===== src/rtl/branch_resolve_local_pkg.sv =====
// Shared types and constants for the local branch predictor return path.
package branch_resolve_local_pkg;
    localparam int PC_W = 32;
    localparam logic [PC_W-1:0] FALLTHRU_NODS = 32'd4;
    localparam logic [PC_W-1:0] FALLTHRU_DS   = 32'd8;

    // 2-bit saturating predictor states, shared with the predictor table
    typedef enum logic [1:0] {
        ST_SNT = 2'b00,
        ST_WNT = 2'b01,
        ST_WT  = 2'b10,
        ST_ST  = 2'b11
    } bp_state_e;

    // D->E pipeline register payload
    typedef struct packed {
        logic            branch;
        logic            pred;
        logic [PC_W-1:0] pc;
        logic [PC_W-1:0] target;
    } de_reg_t;

    // E->M pipeline register payload
    typedef struct packed {
        logic            branch;
        logic            actual;
        logic [PC_W-1:0] pc;
        logic            mispred;
    } em_reg_t;

    // Fall-through distance: skip the delay slot when one exists
    function automatic logic [PC_W-1:0] fallthru_off(input logic delay_slot);
        return delay_slot ? FALLTHRU_DS : FALLTHRU_NODS;
    endfunction
endpackage


===== src/rtl/branch_resolve_local_sat_counter.sv =====
// Saturating up-counter used for the perf counters; sticks at all-ones.
module sat_counter #(
    parameter int W = 32
) (
    input  logic         clk,
    input  logic         rst,
    input  logic         inc,
    output logic [W-1:0] q
);
    logic [W-1:0] r_q;

    // Count up on inc, hold once every bit is set
    always_ff @(posedge clk) begin
        if (rst)
            r_q <= '0;
        else if (inc && (r_q != {W{1'b1}}))
            r_q <= r_q + W'(1);
    end

    assign q = r_q;
endmodule


===== src/rtl/branch_resolve_local.sv =====
// Carries branch predictions D->E->M, resolves them in E, raises a one-shot
// redirect on mispredict and emits the M-stage predictor update pulse.
module branch_resolve_local
    import branch_resolve_local_pkg::*;
#(
    parameter int DELAY_SLOT = 1,
    parameter int CNT_W      = 32
) (
    input  logic             clk,
    input  logic             rst,
    input  logic             stallE,
    input  logic             flushE,
    input  logic             stallM,
    input  logic             flushM,
    input  logic             branchD,
    input  logic             pred_takeD,
    input  logic [PC_W-1:0]  pcD,
    input  logic [PC_W-1:0]  targetD,
    input  logic             actual_takeE,
    output logic             mispredictE,
    output logic [PC_W-1:0]  redirect_pcE,
    output logic             branchM,
    output logic             actual_takeM,
    output logic [PC_W-1:0]  pcM,
    output logic [CNT_W-1:0] br_cnt,
    output logic [CNT_W-1:0] mispred_cnt
);
    de_reg_t r_de;
    em_reg_t r_em;
    logic    r_redirect_done;
    logic    w_mismatch;
    logic    w_mis_inc;

    // D->E register: flush wins over stall
    always_ff @(posedge clk) begin
        if (rst || flushE)
            r_de <= '0;
        else if (!stallE)
            r_de <= '{branch: branchD, pred: pred_takeD, pc: pcD, target: targetD};
    end

    assign w_mismatch   = r_de.branch & (r_de.pred ^ actual_takeE);
    assign mispredictE  = w_mismatch & ~r_redirect_done;
    assign redirect_pcE = actual_takeE ? r_de.target
                                       : r_de.pc + fallthru_off(DELAY_SLOT != 0);

    // Remember a redirect already issued while the E occupant is held,
    // so a stalled mispredict pulses only once; a new occupant clears it
    always_ff @(posedge clk) begin
        if (rst || flushE || !stallE)
            r_redirect_done <= 1'b0;
        else if (mispredictE)
            r_redirect_done <= 1'b1;
    end

    // E->M register: a held E instruction moves on only once, when E releases
    always_ff @(posedge clk) begin
        if (rst || flushM)
            r_em <= '0;
        else if (!stallM)
            r_em <= '{branch:  r_de.branch & ~stallE,
                      actual:  actual_takeE,
                      pc:      r_de.pc,
                      mispred: w_mismatch & ~stallE};
    end

    // One update per branch: suppress while M is held or being reset
    assign branchM      = r_em.branch & ~stallM & ~rst;
    assign actual_takeM = r_em.actual;
    assign pcM          = r_em.pc;
    assign w_mis_inc    = branchM & r_em.mispred;

    sat_counter #(.W(CNT_W)) u_br_cnt (
        .clk (clk),
        .rst (rst),
        .inc (branchM),
        .q   (br_cnt)
    );

    sat_counter #(.W(CNT_W)) u_mis_cnt (
        .clk (clk),
        .rst (rst),
        .inc (w_mis_inc),
        .q   (mispred_cnt)
    );
endmodule


===== config.mk =====
export PLATFORM = sky130hd
export DESIGN_NAME = branch_resolve_local
export DESIGN_NICKNAME = d
export VERILOG_FILES = /design/src/rtl/branch_resolve_local_pkg.sv /design/src/rtl/branch_resolve_local_sat_counter.sv /design/src/rtl/branch_resolve_local.sv
export SDC_FILE = /design/constraint.sdc
export NUM_CORES = 1
export LEC_CHECK = 0
export CAP_MARGIN = 20
export CORE_MARGIN = 5
export CORE_UTILIZATION = 45
export DETAILED_ROUTE_END_ITERATION = 7
export GPL_TIMING_DRIVEN = 0
export PLACE_DENSITY = 0.74
export SYNTH_ARGS = -nofsm -noshare
export SYNTH_HDL_FRONTEND = slang
export SYNTH_HIERARCHICAL = 1
export SYNTH_SLANG_ARGS = --single-unit

===== constraint.sdc =====
create_clock -name clk -period 3.63 [get_ports clk]
set_clock_uncertainty 0.1 [all_clocks]
set_input_delay 0.363 -clock clk [delete_from_list [all_inputs] [get_ports clk]]
set_output_delay 0.363 -clock clk [all_outputs]
set_load 0.01 [all_outputs]

==> flow_metrics.tcl <==
set metrics [dict create \
    fill_cells 1618 \
    routed_wl_mm 23.7 \
    grt_max_degree 17 \
    grt.overflow.total 0 \
    async_reset_ff_share_pct 0 \
    fin_crit_sh_pct 95.0 \
    hold_depth 2 \
    hp-start "r_em[0]" \
    path_cells "clkbuf_1 > and4_1 > nand3_1 > or4_1 > a31oi_1 > clkdlybuf4s50_1" \
    antenna_found_initial 0 \
    holdWs_ns 0.354 \
    wire_per_inst_um 17.1 \
    yosys.area_share.simple_pct 24.6 \
    total_power_w 0.00388 \
    worstHoldEndpoint "r_em[0]" \
    die_area_um2 20800 \
    drive_above_1_share_pct 8.37 \
    cts_buffer_depth 2 \
    yosysWarnings 6 \
    clk_latency_ns 0.43 \
    synth.cell_area_um2 8100 \
    worstSetupPathDepth 6 \
    vias_per_cell 5.47 \
    crit_family "simple AND/OR/NAND/NOR gates" \
    synth_top_area_share_pct 41.0 \
    status "completed" \
    synth_nets 1006 \
    synth-seq-cells 166 \
    post-route-util_pct 61.4 \
    synthAdderAreaFrac_pct 0.463 \
    synth_edf_count 0 \
    yosysSeqAreaShare_pct 41.0 \
    cts_root_buf "clkbuf_16" \
    die_h_um 144 \
    dpl.hpwl_mm 17.6 \
    place.gp.congestion 0.868 \
    grt_pass1_vias 7085 \
    critPathCaptureType "output port" \
    hp-class "reg2reg" \
    holdBufCountCts 0 \
    dieWidth_um 144 \
    ys.flop_type "dfxtp_1" \
    r2r-end "u_mis_cnt/q[31]" \
    muxShareOfSynthArea_pct 13.6 \
    fmax_ghz 0.290 \
    final-seq-area_um2 3320 \
    synth_compound_area_share_pct 11.1 \
    io_buffers 200 \
    synthCells 930 \
    finalSetupViolCount 0 \
    cpMaxStageDelayCell "clkdlybuf4s50_1" \
    start_kind "register" \
    start_util_pct 45.4 \
    synth_top_cell_by_area "dfxtp_1" \
    path_class "reg2out" \
    synth_xor_area_share_pct 3.03 \
    design.core.area_um2 17800 \
    path_clk_slew_ns 0.06 \
    num_vias 7599 \
    slew_headroom_pct 41.7 \
    hold_viol_final 0 \
    ff2ff_path_depth 7 \
    synth_top_family_by_area "simple AND/OR/NAND/NOR gates" \
    rsz0062_at_grt "false" \
    reg2reg_from "r_em[34]" \
    power_density_nw_per_um2 354 \
    area_growth_pct 35.1 \
    max-cap-violations 0 \
    num_rows 49 \
    synth.avg_cell_area_um2 8.71 \
    ios 204 \
    yosysUniqueCellTypes 47 \
    worst_slew_pin_slew_ns 0.874 \
    drc_errors 0 \
    fin_nets 1225 \
    crit_arrival_ns 2.99 \
    post-route-min-period_ns 3.45 \
    p_leak_nw 3.96 \
    slew_violations 0 \
    dr.pass1.iters 4 \
    cts_buffers 17 \
    grt_pass1_wl_mm 36.4 \
    slowest_delay_ns 0.58 \
    drt-initial-drc-count 337 \
    rrSetupSlack_ns 0.45 \
    peakVddDrop_v 0.000339 \
    cts_tree "built" \
    cp.required_ns 3.17 \
    startpoint "r_de[40]" \
    antenna_left 0 \
    clock_sinks 166 \
    multi_input_area_um2 4280 \
    ys_top_cells_by_area "dfxtp_1, mux2i_1, nor2_1" \
    antenna_cells 0 \
    track_usage_pct 22.1 \
    cts_max_level 4 \
    path_buf_inv 2 \
    cp_max_fo 8 \
    tns_ns 0 \
]
[final cells by class]
| type | count | share of cell area, % |
|---|---|---|
| inverter | 7 | 0.240 |
| tap | 229 | 2.62 |
| clock inverter | 9 | 0.754 |
| buffer | 90 | 4.34 |
| multi-input combinational | 665 | 39.1 |
| sequential | 166 | 30.4 |
| clock buffer | 20 | 4.08 |
| timing repair buffer | 202 | 18.6 |
[layer usage]
| metal | track usage, % | share of wire (%) | wire, µm | up-vias |
|---|---|---|---|---|
| met5 | 0 | 0 | 0 | - |
| met4 | 6.97 | 2.1 | 495 | 0 |
| met3 | 7.24 | 7.7 | 1820 | 36 |
| met2 | 36.6 | 47 | 11200 | 245 |
| met1 | 27.3 | 43 | 10200 | 3548 |
| li1 | - | - | - | 3770 |
[sequential cells by signal, summed over array words and instances (netlist names)]
name / cells
actual_takeM: 1
pcM: 32
r_de: 66
r_em: 2
r_redirect_done: 1
u_br_cnt/q: 32
u_mis_cnt/q: 32
[cells in the mapped netlist (2+ instances only)]
library cell / number
o41ai_4: 2
a21oi_1: 46
a31oi_1: 15
and3_1: 7
o21ai_0: 33
or4_1: 36
buf_4: 32
or2_2: 4
nand2_1: 49
a2111oi_0: 4
mux2i_1: 101
or3b_1: 2
buf_2: 8
nor3b_1: 6
nand3_2: 2
nand3_1: 38
or3_4: 2
nor2b_1: 4
nor4_1: 10
inv_1: 6
clkbuf_1: 42
and4_1: 11
ha_1: 3
mux2_1: 2
nor4_2: 2
xnor2_1: 17
nor2_1: 144
nand2b_1: 2
and3_4: 2
nand4_1: 27
a31o_2: 2
or3_1: 24
buf_1: 9
nor3_1: 5
o31ai_1: 34
xor2_1: 11
mux2_2: 6
dfxtp_1: 166
a211oi_1: 2
and2_1: 4
a21o_1: 2
[worst max-delay path by stage]
| stage | end | slack (ns) |
|---|---|---|
| 6_report | redirect_pcE[20] | 0.18 |
| 5_1_grt | u_mis_cnt/q[31] | 0.005 |
| 4_1_cts | redirect_pcE[29] | 0.02 |
| 3_5_place_dp | u_mis_cnt/q[31] | -0.49 |
| 3_3_place_gp | u_mis_cnt/q[31] | -0.49 |
| 2_1_floorplan | u_mis_cnt/q[31] | 0.35 |
[through the flow]
| stage | instance area [µm²] | std cells | worst slack, ns |
|---|---|---|---|
| after global placement | 10400 | 1359 | -0.493 |
| after detailed placement | 10400 | 1359 | -0.491 |
| after CTS | 10900 | 1388 | 0.0187 |
| final | 11000 | 1388 | 0.180 |
| after floorplan | 8100 | 930 | 0.348 |
| after global routing | 11000 | 1388 | 0.00468 |
[worst min-delay path: stages (launching register included)]
cell     delay [ns]
dfxtp_1        0.30
nand2_1        0.05
a21oi_1        0.05
[timing repair]
item	in CTS	in global routing
endpoints found under the setup margin	10	7
setup buffers	2	0
resized for setup	4	8
pin swaps	2	0
[cells by family (layout without fill, tap and decap cells)]
| group | after synthesis | count (layout) |
|---|---|---|
| AOI/OAI and AO/OA | 142 | 142 |
| xor gates and xnor gates | 28 | 28 |
| adders and majority gates | 3 | 3 |
| buffers and inverters | 99 | 328 |
| DFF | 166 | 166 |
| muxes | 109 | 109 |
| and+or+nand+nor | 383 | 383 |
[power breakdown]
group / internal [W] / total, W / switching [W] / leakage [nW]
Combinational: 0.000175 / 0.000332 / 0.000157 / 2.36
Sequential: 0.00185 / 0.00187 / 0.0000251 / 1.34
Clock: 0.000947 / 0.00167 / 0.000725 / 0.257
[cells in the final DEF (no fill, tap or decap), types with 34 or more instances in the layout]
cell type,count
clkdlybuf4s50_1,191
dfxtp_1,165
nor2_1,144
mux2i_1,101
nand2_1,49
a21oi_1,46
clkbuf_1,42
nand3_1,38
or4_1,36
o31ai_1,34
buf_4,34
Power figures use the tool's default switching activity.
